--- src/rtl/mem_arbiter.sv ---
// mem_arbiter: shares one synchronous single-port memory between the fetch
// and data requesters. Requests are served one at a time, and contention is
// resolved round-robin.
//
// Ports:
//   clock_i, reset_n_i            clock, synchronous active-low reset
//   if_req_i/if_addr_i            fetch request and address
//   if_ack_o/if_rdata_o           fetch done pulse, fetched word (held)
//   dm_req_i/dm_we_i/dm_addr_i/
//   dm_wdata_i                    data request, write flag, address, write data
//   dm_ack_o/dm_rdata_o           data done pulse, read word (held)
//   mem_en_o/mem_we_o/mem_addr_o/
//   mem_wdata_o/mem_rdata_i       memory macro side
//   busy_o/grant_o                transaction in progress, owner (0 fetch, 1 data)
module mem_arbiter #(
  parameter int unsigned ADDR_W      = 32,
  parameter int unsigned DATA_W      = 32,
  parameter int unsigned MEM_LATENCY = 1
) (
  input  logic              clock_i,
  input  logic              reset_n_i,
  input  logic              if_req_i,
  input  logic [ADDR_W-1:0] if_addr_i,
  output logic              if_ack_o,
  output logic [DATA_W-1:0] if_rdata_o,
  input  logic              dm_req_i,
  input  logic              dm_we_i,
  input  logic [ADDR_W-1:0] dm_addr_i,
  input  logic [DATA_W-1:0] dm_wdata_i,
  output logic              dm_ack_o,
  output logic [DATA_W-1:0] dm_rdata_o,
  output logic              mem_en_o,
  output logic              mem_we_o,
  output logic [ADDR_W-1:0] mem_addr_o,
  output logic [DATA_W-1:0] mem_wdata_o,
  input  logic [DATA_W-1:0] mem_rdata_i,
  output logic              busy_o,
  output logic              grant_o
);

  localparam int unsigned CNT_W = 4;
  localparam logic [CNT_W-1:0] CNT_LOAD = CNT_W'(MEM_LATENCY - 1);

  localparam logic [1:0] S_IDLE  = 2'd0;
  localparam logic [1:0] S_ISSUE = 2'd1;
  localparam logic [1:0] S_WAIT  = 2'd2;
  localparam logic [1:0] S_RESP  = 2'd3;

  logic [1:0]        state_q, state_d;
  logic [CNT_W-1:0]  cnt_q, cnt_d;
  logic              last_grant_q, last_grant_d;
  logic              grant_q, grant_d;
  logic              we_q, we_d;
  logic              busy_q, busy_d;
  logic              if_ack_q, if_ack_d;
  logic              dm_ack_q, dm_ack_d;
  logic [DATA_W-1:0] if_rdata_q, if_rdata_d;
  logic [DATA_W-1:0] dm_rdata_q, dm_rdata_d;
  logic              mem_en_q, mem_en_d;
  logic              mem_we_q, mem_we_d;
  logic [ADDR_W-1:0] mem_addr_q, mem_addr_d;
  logic [DATA_W-1:0] mem_wdata_q, mem_wdata_d;

  // Next-state and registered-output logic
  always_comb begin
    state_d      = state_q;
    cnt_d        = cnt_q;
    last_grant_d = last_grant_q;
    grant_d      = grant_q;
    we_d         = we_q;
    if_rdata_d   = if_rdata_q;
    dm_rdata_d   = dm_rdata_q;
    mem_addr_d   = mem_addr_q;
    mem_wdata_d  = mem_wdata_q;
    if_ack_d     = 1'b0;
    dm_ack_d     = 1'b0;
    mem_en_d     = 1'b0;
    mem_we_d     = 1'b0;

    case (state_q)
      S_IDLE: begin
        if (if_req_i || dm_req_i) begin
          // Under contention the requester that did not win last time goes next
          grant_d      = (if_req_i && dm_req_i) ? ~last_grant_q : dm_req_i;
          last_grant_d = grant_d;
          we_d         = grant_d & dm_we_i;
          mem_en_d     = 1'b1;
          mem_we_d     = grant_d & dm_we_i;
          mem_addr_d   = grant_d ? dm_addr_i : if_addr_i;
          mem_wdata_d  = grant_d ? dm_wdata_i : '0;
          state_d      = S_ISSUE;
        end
      end
      S_ISSUE: begin
        cnt_d   = CNT_LOAD;
        state_d = S_WAIT;
      end
      S_WAIT: begin
        if (cnt_q == '0) begin
          // Read data is valid only on this cycle; writes capture nothing
          if (!grant_q) begin
            if_rdata_d = mem_rdata_i;
          end else if (!we_q) begin
            dm_rdata_d = mem_rdata_i;
          end
          if_ack_d = ~grant_q;
          dm_ack_d = grant_q;
          state_d  = S_RESP;
        end else begin
          cnt_d = cnt_q - CNT_W'(1);
        end
      end
      S_RESP: begin
        state_d = S_IDLE;
      end
      default: begin
        state_d = S_IDLE;
      end
    endcase

    busy_d = (state_d != S_IDLE);
  end

  // State and output registers
  always_ff @(posedge clock_i) begin
    if (!reset_n_i) begin
      state_q      <= S_IDLE;
      cnt_q        <= '0;
      last_grant_q <= 1'b1;
      grant_q      <= 1'b0;
      we_q         <= 1'b0;
      busy_q       <= 1'b0;
      if_ack_q     <= 1'b0;
      dm_ack_q     <= 1'b0;
      if_rdata_q   <= '0;
      dm_rdata_q   <= '0;
      mem_en_q     <= 1'b0;
      mem_we_q     <= 1'b0;
      mem_addr_q   <= '0;
      mem_wdata_q  <= '0;
    end else begin
      state_q      <= state_d;
      cnt_q        <= cnt_d;
      last_grant_q <= last_grant_d;
      grant_q      <= grant_d;
      we_q         <= we_d;
      busy_q       <= busy_d;
      if_ack_q     <= if_ack_d;
      dm_ack_q     <= dm_ack_d;
      if_rdata_q   <= if_rdata_d;
      dm_rdata_q   <= dm_rdata_d;
      mem_en_q     <= mem_en_d;
      mem_we_q     <= mem_we_d;
      mem_addr_q   <= mem_addr_d;
      mem_wdata_q  <= mem_wdata_d;
    end
  end

  assign if_ack_o    = if_ack_q;
  assign if_rdata_o  = if_rdata_q;
  assign dm_ack_o    = dm_ack_q;
  assign dm_rdata_o  = dm_rdata_q;
  assign mem_en_o    = mem_en_q;
  assign mem_we_o    = mem_we_q;
  assign mem_addr_o  = mem_addr_q;
  assign mem_wdata_o = mem_wdata_q;
  assign busy_o      = busy_q;
  assign grant_o     = grant_q;

endmodule

--- config.mk ---
export PLATFORM = sky130hd
export DESIGN_NAME = mem_arbiter
export DESIGN_NICKNAME = d
export VERILOG_FILES = /design/src/rtl/mem_arbiter.sv
export SDC_FILE = /design/constraint.sdc
export NUM_CORES = 1
export LEC_CHECK = 0
export ABC_AREA = 1
export CAP_MARGIN = 15
export CORE_AREA = 2 2 120 122
export CTS_BUF_LIST = sky130_fd_sc_hd__clkbuf_4 sky130_fd_sc_hd__clkbuf_8
export DETAILED_ROUTE_END_ITERATION = 16
export DIE_AREA = 0 0 122 124
export GPL_TIMING_DRIVEN = 0
export PLACE_DENSITY = 0.89
export SLEW_MARGIN = 15
export SYNTH_ARGS = -nofsm -noshare
export SYNTH_HDL_FRONTEND = slang
export SYNTH_SLANG_ARGS = --single-unit
--- constraint.sdc ---
create_clock -name clock_i -period 1.9 [get_ports clock_i]
set_input_delay 0.285 -clock clock_i [delete_from_list [all_inputs] [get_ports clock_i]]
set_output_delay 0.285 -clock clock_i [all_outputs]
set_load 0.005 [all_outputs]
; ---- Word level (Yosys, flattened, before mapping)
; Cells that the tools add are included.
; W data, S select, Z words.
[totals]
ff_bits = 142
latchBits = 0
ramBits = 0
mem_bits_ro = 0
input_bits = 133
wordCells = 45
memories = 0
[classes]
n_addsub = 1
n_mul = 0
n_div = 0
order_cmp = 0
eq_ne = 4
shifts = 0
mux = 9
bitwise_logic = 4
n_reduce_logical = 13
[op_table]
columns = op, count
row1 = $mux W32, 2
row2 = $reduce_and A3 Y1, 3
row3 = $pmux W2 S4, 1
row4 = $pmux W4 S2, 1
row5 = $reduce_and A2 Y1, 3
row6 = $eq A2 B2 Y1 const B, 2
row7 = $logic_not A4 Y1, 1
row8 = $mux W2, 2
row9 = $mux W4, 1
row10 = $reduce_and A4 Y1, 1
row11 = $reduce_bool A2 Y1, 2
row12 = $sub A4 B1 Y4 const B, 1
row13 = $not A1 Y1, 3
row14 = $eq A2 B1 Y1 const B, 1
row15 = $logic_not A2 Y1, 1
row16 = $mux W1, 2
row17 = $ne A2 B2 Y1 const B, 1
row18 = $and A1 B1 Y1, 1
row19 = $logic_and A1 B1 Y1, 1
row20 = $logic_or A1 B1 Y1, 1

; ---- Depth between registers and ports, before layout
; Gate-level depths: netlist of run 1.
[logic_depth]
ltp_word = 4
depth_mapped = 9
ltp_nobuf = 8

; ---- Worst setup path after synthesis of run 1
; No wires, ideal clock.
[synth_timing]
path_type = register to register
startpoint = reg state_q[0]
endpoint = reg dm_rdata_q[10] (netlist: dm_rdata_o[10])
arrival_ns = 1.270
required_time_ns = 1.784
slack_ns = 0.514
path_stages_with_launch = 8
path_buffers = 2
path_cell_list = dfxtp_1 > inv_1 > ha_1 > nand3_2 > buf_6 > buf_6 > nor3_2 > nor2_1
[synth_between]
elab_chain_cells = 2
[synth_rtl]
columns = element, line
row1 = "start, declared", 49  ; logic [1:0] state_q, state_d;
row2 = "start signal, assigned", 142  ; state_q <= state_d;
row3 = $eq A2 B2 Y1, 80  ; case (state_q)
row4 = $reduce_and A4 Y1 (no source line), --
row5 = "end signal, assigned", 151  ; dm_rdata_q <= dm_rdata_d;
row6 = "end, declared", 58  ; logic [DATA_W-1:0] dm_rdata_q, dm_rdata_d;
; No other way between the ends.
; A chain may end at the register's enable or synchronous reset.

; ---- Final worst setup path of run 1
[layout_timing]
startpoint = reg state_q[0]
endpoint = reg if_rdata_q[23] (netlist: if_rdata_o[23])
[layout_between]
elab_chain_cells = 2
[layout_rtl]
columns = element, line
row1 = $eq A2 B2 Y1, 80
row2 = $reduce_and A3 Y1 (no source line), --
row3 = "end signal, assigned", 150  ; if_rdata_q <= if_rdata_d;
row4 = "end, declared", 57  ; logic [DATA_W-1:0] if_rdata_q, if_rdata_d;
; No other way between the ends.

==> flow_summary.ini, run 1 <==
[run_status]
status = complete, no violations

[clocking]
cts-root-buf = clkbuf_8
numClockSinks = 142
cts_buffer_depth = 2
postCtsHoldBufs = 0
clk_pin_slew_worst_paths_ns = 0.07
cts_resized = 0
clock_latency_ns = 0.45
postCtsSetupBuffers = 0
htree_levels = 4
numCtsBuffers = 17
cts_tree = built

[pwr]
power_frac_comb_pct = 38.4
clkPwrFrac_pct = 23.8
ir_worst_vdd_v = 0.000705
p_sw_mw = 3.47
p_seq_share_pct = 37.8
internal_power_mw = 6.78
p_per_area_nw_per_um2 = 1150
p_sw_share_pct = 33.8
p_leak_nw = 3.37

[global_route]
grt_max_degree = 17
overflow = 0
grt_pass1_wl_um = 28000
grt_pass1_vias = 5549
track_usage_pct = 24.0
antenna_found_initial = 1

[die]
start_util_pct = 41.3
die_w_um = 122
io_pins = 267
die_y_um = 124
rows = 43
dieArea_um2 = 15100
core_area_um2 = 13700

[logic_synthesis]
synth_warnings = 0
synth_seq_area_share_pct = 50.2
synth_seq_cells = 142
synth_top_area_cell = dfxtp_1
yosys-top-cells-area = dfxtp_1 50%, nand2_1 12%, a21oi_1 6.2%
syn_inst = 685
avgSynthCellArea_um2 = 8.27
yosysTopAreaCellShare_pct = 50.2
synth_area_um2 = 5660
synthDistinctLibCells = 27
synth_nets = 824

[placed_design]
port_buffers = 265
gp_congestion = 0.805
hpwl_um = 14100
post-place-ws_ns = 0.00759
placed_cells = 1130

[job]
cap_violations = 0

[finish]
final-instance-count-excl-fill = 1163
num-fill-cells = 1147
multi_input_area_um2 = 2450
final_core_util_pct = 65.2
area_growth_pct = 58.0
final_cell_mix = 265 x clkdlybuf4s50_1, 179 x nand2_1, 142 x dfxtp_1
final_nets = 1108
regArea_um2 = 2840
final_common_cell = clkdlybuf4s50_1
final_layout_size_suffix_gt1_share_pct = 13.3

[timing]
worst_slack_ns = 0.219
fin_skew_ns = 0.0112
min_period_ns = 1.68
setup_viol = 0
final-max-slew-violation-count = 0
tns_ns = 0
tightest_slew_ns = 0.571
max_freq_ghz = 0.595
whs_ns = 0.321
rsz0062_at_grt = false
min_period_over_period_pct = 88.5
slew_headroom_pct = 61.9
hold_viol_final = 0

[critical_path]
cp_max_fo = 10
required_ns = 2.26
worstPathArrival_ns = 2.04
crit_path_start_kind = flop
path_class = flop to flop
critPathCaptureType = flop

[routing]
initialDrtViolationCount = 356
wl_um = 18800
viasPerCell = 4.96
drt_first_pass_iters = 6
drc = 0
vias = 5774
drt-wirelength-per-cell_um = 16.1
postRouteAntennaNets = 0

[min_path]
min_path_type = primary input to flop
registers in the layout, summed over array words and instances (netlist names), 2 cells and up:
register and flops:
mem_wdata_o 32, dm_rdata_o 32, state_q 2, cnt_q 4, if_rdata_o 32, mem_addr_o 32
power groups by stage:
stage	Combinational, mW	Sequential [mW]	Clock (mW)
3_3_place_gp	3.86	3.91	0
2_1_floorplan	1.92	3.96	0
5_1_grt	4.32	3.92	2.63
3_5_place_dp	3.93	3.93	0
6_report	3.94	3.87	2.44
4_1_cts	3.96	3.87	2.50
final timing paths:
check / startpoint / end / slack [ns] / cells past startpoint
max: state_q[0] / if_rdata_o[23] / 0.22 / 7
min: reset_n_i / mem_we_o / 0.32 / 3
max reg2reg: state_q[0] / if_rdata_o[23] / 0.22 / 7
min reg2reg: mem_wdata_o[14] / mem_wdata_o[14] / 0.46 / 2
worst max-delay path, stage by stage, from the launching register on:
cell	delay [ns]
dfxtp_1	0.32
inv_1	0.12
ha_1	0.35
nand4_4	0.22
inv_2	0.18
buf_6	0.17
nand2_1	0.07
a21oi_1	0.16
cell usage after synthesis (all sizes together):
library cell    n
a31oi           1
a21oi          70
ha              6
o21ai          36
nand4           3
clkbuf         17
nor2           45
o22ai           1
o211ai         31
or2            32
buf            33
nand2         181
nor3           33
dfxtp         142
inv            20
nand3          34
metrics by stage:
| step | cell area (um2) | power [mW] |
|---|---|---|
| 5_1_grt | 8950 | 10.9 |
| 2_1_floorplan | 5660 | 5.88 |
| 4_1_cts | 8940 | 10.3 |
| 6_report | 8950 | 10.2 |
| 3_5_place_dp | 8540 | 7.86 |
| 3_3_place_gp | 8540 | 7.78 |
area by class of cell:
type | instances | share of cell area, %
antenna | 1 | 0.0280
multi-input combinational | 473 | 27.4
buffer | 50 | 3.31
clock buffer | 22 | 3.24
inverter | 20 | 0.839
timing repair buffer | 265 | 29.7
clock inverter | 10 | 1.26
tap | 180 | 2.52
sequential | 142 | 31.8
logic make-up after synthesis:
kind of cell	after synthesis	synth area share [%]
and+or+nand+nor	328	28.2
buffers and inverters	70	6.56
AOI/OAI and AO/OA	139	13.7
adders and majority gates	6	1.33
DFF	142	50.2
metal layers:
metal / global-route usage, % / wire (um)
met1: 25.3 / 7080
met4: 9.84 / 475
met5: 0 / 0
met3: 9.71 / 1810
met2: 42.7 / 9410
Note: power is estimated with default switching activity, not from simulation.
==> inputs of run 2 (changes only) <==
Settings changed: CTS_CLUSTER_DIAMETER set to 80.
==> results of run 2 <==
The final DEF is identical to that of run 1; final timing and power are the same.
==> inputs of run 3 (changes only) <==
Settings changed: CELL_PAD_IN_SITES_DETAIL_PLACEMENT set to 1, CELL_PAD_IN_SITES_GLOBAL_PLACEMENT set to 2, CORE_AREA 2 2 120 122 to 2 2 160 162, DIE_AREA 0 0 122 124 to 0 0 162 164, MAX_ROUTING_LAYER set to met4, PLACE_DENSITY 0.89 to 0.91.
==> run 3 against run 2 <==
- combinational power grew 2%
- maximum frequency up 1.2%
- worst hold slack gained 0.023 ns
- sequential share of layout area decreased by 0.56 points
- global-route usage decreased by 7.3 points
- die area increased by 76%
- non-clock buffer count is the same
- critical path type is now flop to output pin
==> flow_summary.ini, run 3 (same netlist as run 1, synthesis figures left out) <==
[pwr]
ir_worst_vdd_v = 0.000398
p_per_area_nw_per_um2 = 1130
p_leak_nw = 3.36

[global_route]
grt_pass1_wl_um = 33400
grt_max_degree = 17
overflow = 0
track_usage_pct = 16.7
antenna_found_initial = 0
grt_pass1_vias = 5984

[timing]
slew_headroom_pct = 56.3
tightest_slew_ns = 0.655
rsz0062_at_grt = false
whs_ns = 0.344
setup_viol = 0
hold_viol_final = 0
min_period_over_period_pct = 87.5
min_period_ns = 1.66
final-max-slew-violation-count = 0
fin_skew_ns = 0.0181
max_freq_ghz = 0.602

[critical_path]
critPathCaptureType = output pin
path_class = flop to output pin
rr_endpoint = mem_addr_o[29]
worstPathArrival_ns = 1.38
crit_path_start_kind = flop
cp_slowest_cell = clkdlybuf4s50_1
crit_family = buffers and inverters
cp_num_buf_inv = 1
ff2ff_path_depth = 9
cp_max_fo = 3
reg2reg_from = state_q[0]
critical-path-max-stage-delay_ns = 0.59
rrSetupSlack_ns = 0.28
required_ns = 1.62
crit_chain = clkdlybuf4s50_1

[clocking]
cts-root-buf = clkbuf_8
cts_resized = 0
postCtsHoldBufs = 0
clock_latency_ns = 0.44
postCtsSetupBuffers = 0
clk_pin_slew_worst_paths_ns = 0.09
numCtsBuffers = 17
htree_levels = 4
cts_tree = built
numClockSinks = 142
cts_buffer_depth = 2

[die]
start_util_pct = 22.8
io_pins = 267
die_y_um = 164
die_w_um = 162
dieArea_um2 = 26600
rows = 58
core_area_um2 = 24800

[finish]
final_core_util_pct = 36.7
area_growth_pct = 60.8
antenna_cells = 0
final_layout_size_suffix_gt1_share_pct = 13.3
final_common_cell = clkdlybuf4s50_1
final_nets = 1108
fin_area_um2 = 9110
num-fill-cells = 2933
final_cell_mix = 265 x clkdlybuf4s50_1, 179 x nand2_1, 142 x dfxtp_1

[placed_design]
dpl-instance-area_um2 = 8730
port_buffers = 265
gp_congestion = 0.760
hpwl_um = 16500

[min_path]
holdCritStartpoint = reset_n_i
hold_path_depth = 3
worstHoldEndpoint = mem_we_o
min_path_type = primary input to flop

[run_status]
status = complete, no violations

[routing]
wl_um = 21700
drt-wirelength-per-cell_um = 16.6
viasPerCell = 4.38
initialDrtViolationCount = 253
drt_first_pass_iters = 4
vias = 5752
drc = 0
postRouteAntennaNets = 0

[job]
cap_violations = 0
## run 3: power breakdown
group	leakage, nW	switching [mW]	total [mW]	internal [mW]
Clock	0.185	1.30	2.39	1.09
Sequential	1.16	0.304	3.87	3.57
Combinational	2.02	2.11	4.03	1.92
Total	3.36	3.72	10.3	6.58
## run 3: final cells by class
class,count,area (um2),share of cell area (%)
Tap cell,330,413,4.53
Sequential cell,142,2840,31.2
Timing Repair Buffer,265,2650,29.1
Multi-Input combinational cell,473,2450,26.9
Buffer,50,297,3.26
Inverter,20,75.1,0.824
Clock inverter,14,130,1.43
Clock buffer,18,248,2.72
## run 3: routing by layer
| metal | vias to the layer above | wire length (um) | global-route usage, % |
|---|---|---|---|
| met1 | 2722 | 9200 | 19.8 |
| met3 | 24 | 1470 | 5.03 |
| met5 | - | 0 | - |
| met4 | 0 | 354 | 4.63 |
| li1 | 2832 | - | - |
| met2 | 174 | 10700 | 27.7 |
## run 3: worst max path at each step
| stage | cells after the start | from | slack [ns] | to |
|---|---|---|---|---|
| global route | 9 | state_q[0] | 0.11 | mem_addr_o[29] |
| global placement | 6 | dm_req_i | -0.03 | mem_wdata_o[12] |
| finish | 1 | grant_o | 0.24 | grant_o |
| CTS | 1 | grant_o | 0.16 | grant_o |
| floorplan | 7 | state_q[0] | 0.51 | dm_rdata_o[10] |
| detailed placement | 6 | dm_req_i | -0.08 | mem_wdata_o[23] |
## run 3: through the flow
step           setup WS (ns)  power [mW]  setup TNS [ns]  instances
2_1_floorplan          0.514        5.88               0        685
3_3_place_gp         -0.0279        7.97         -0.0652       1280
3_5_place_dp         -0.0816        8.05          -0.172       1280
4_1_cts                0.160        10.5               0       1312
5_1_grt                0.108        11.1               0       1312
6_report               0.238        10.3               0       1312
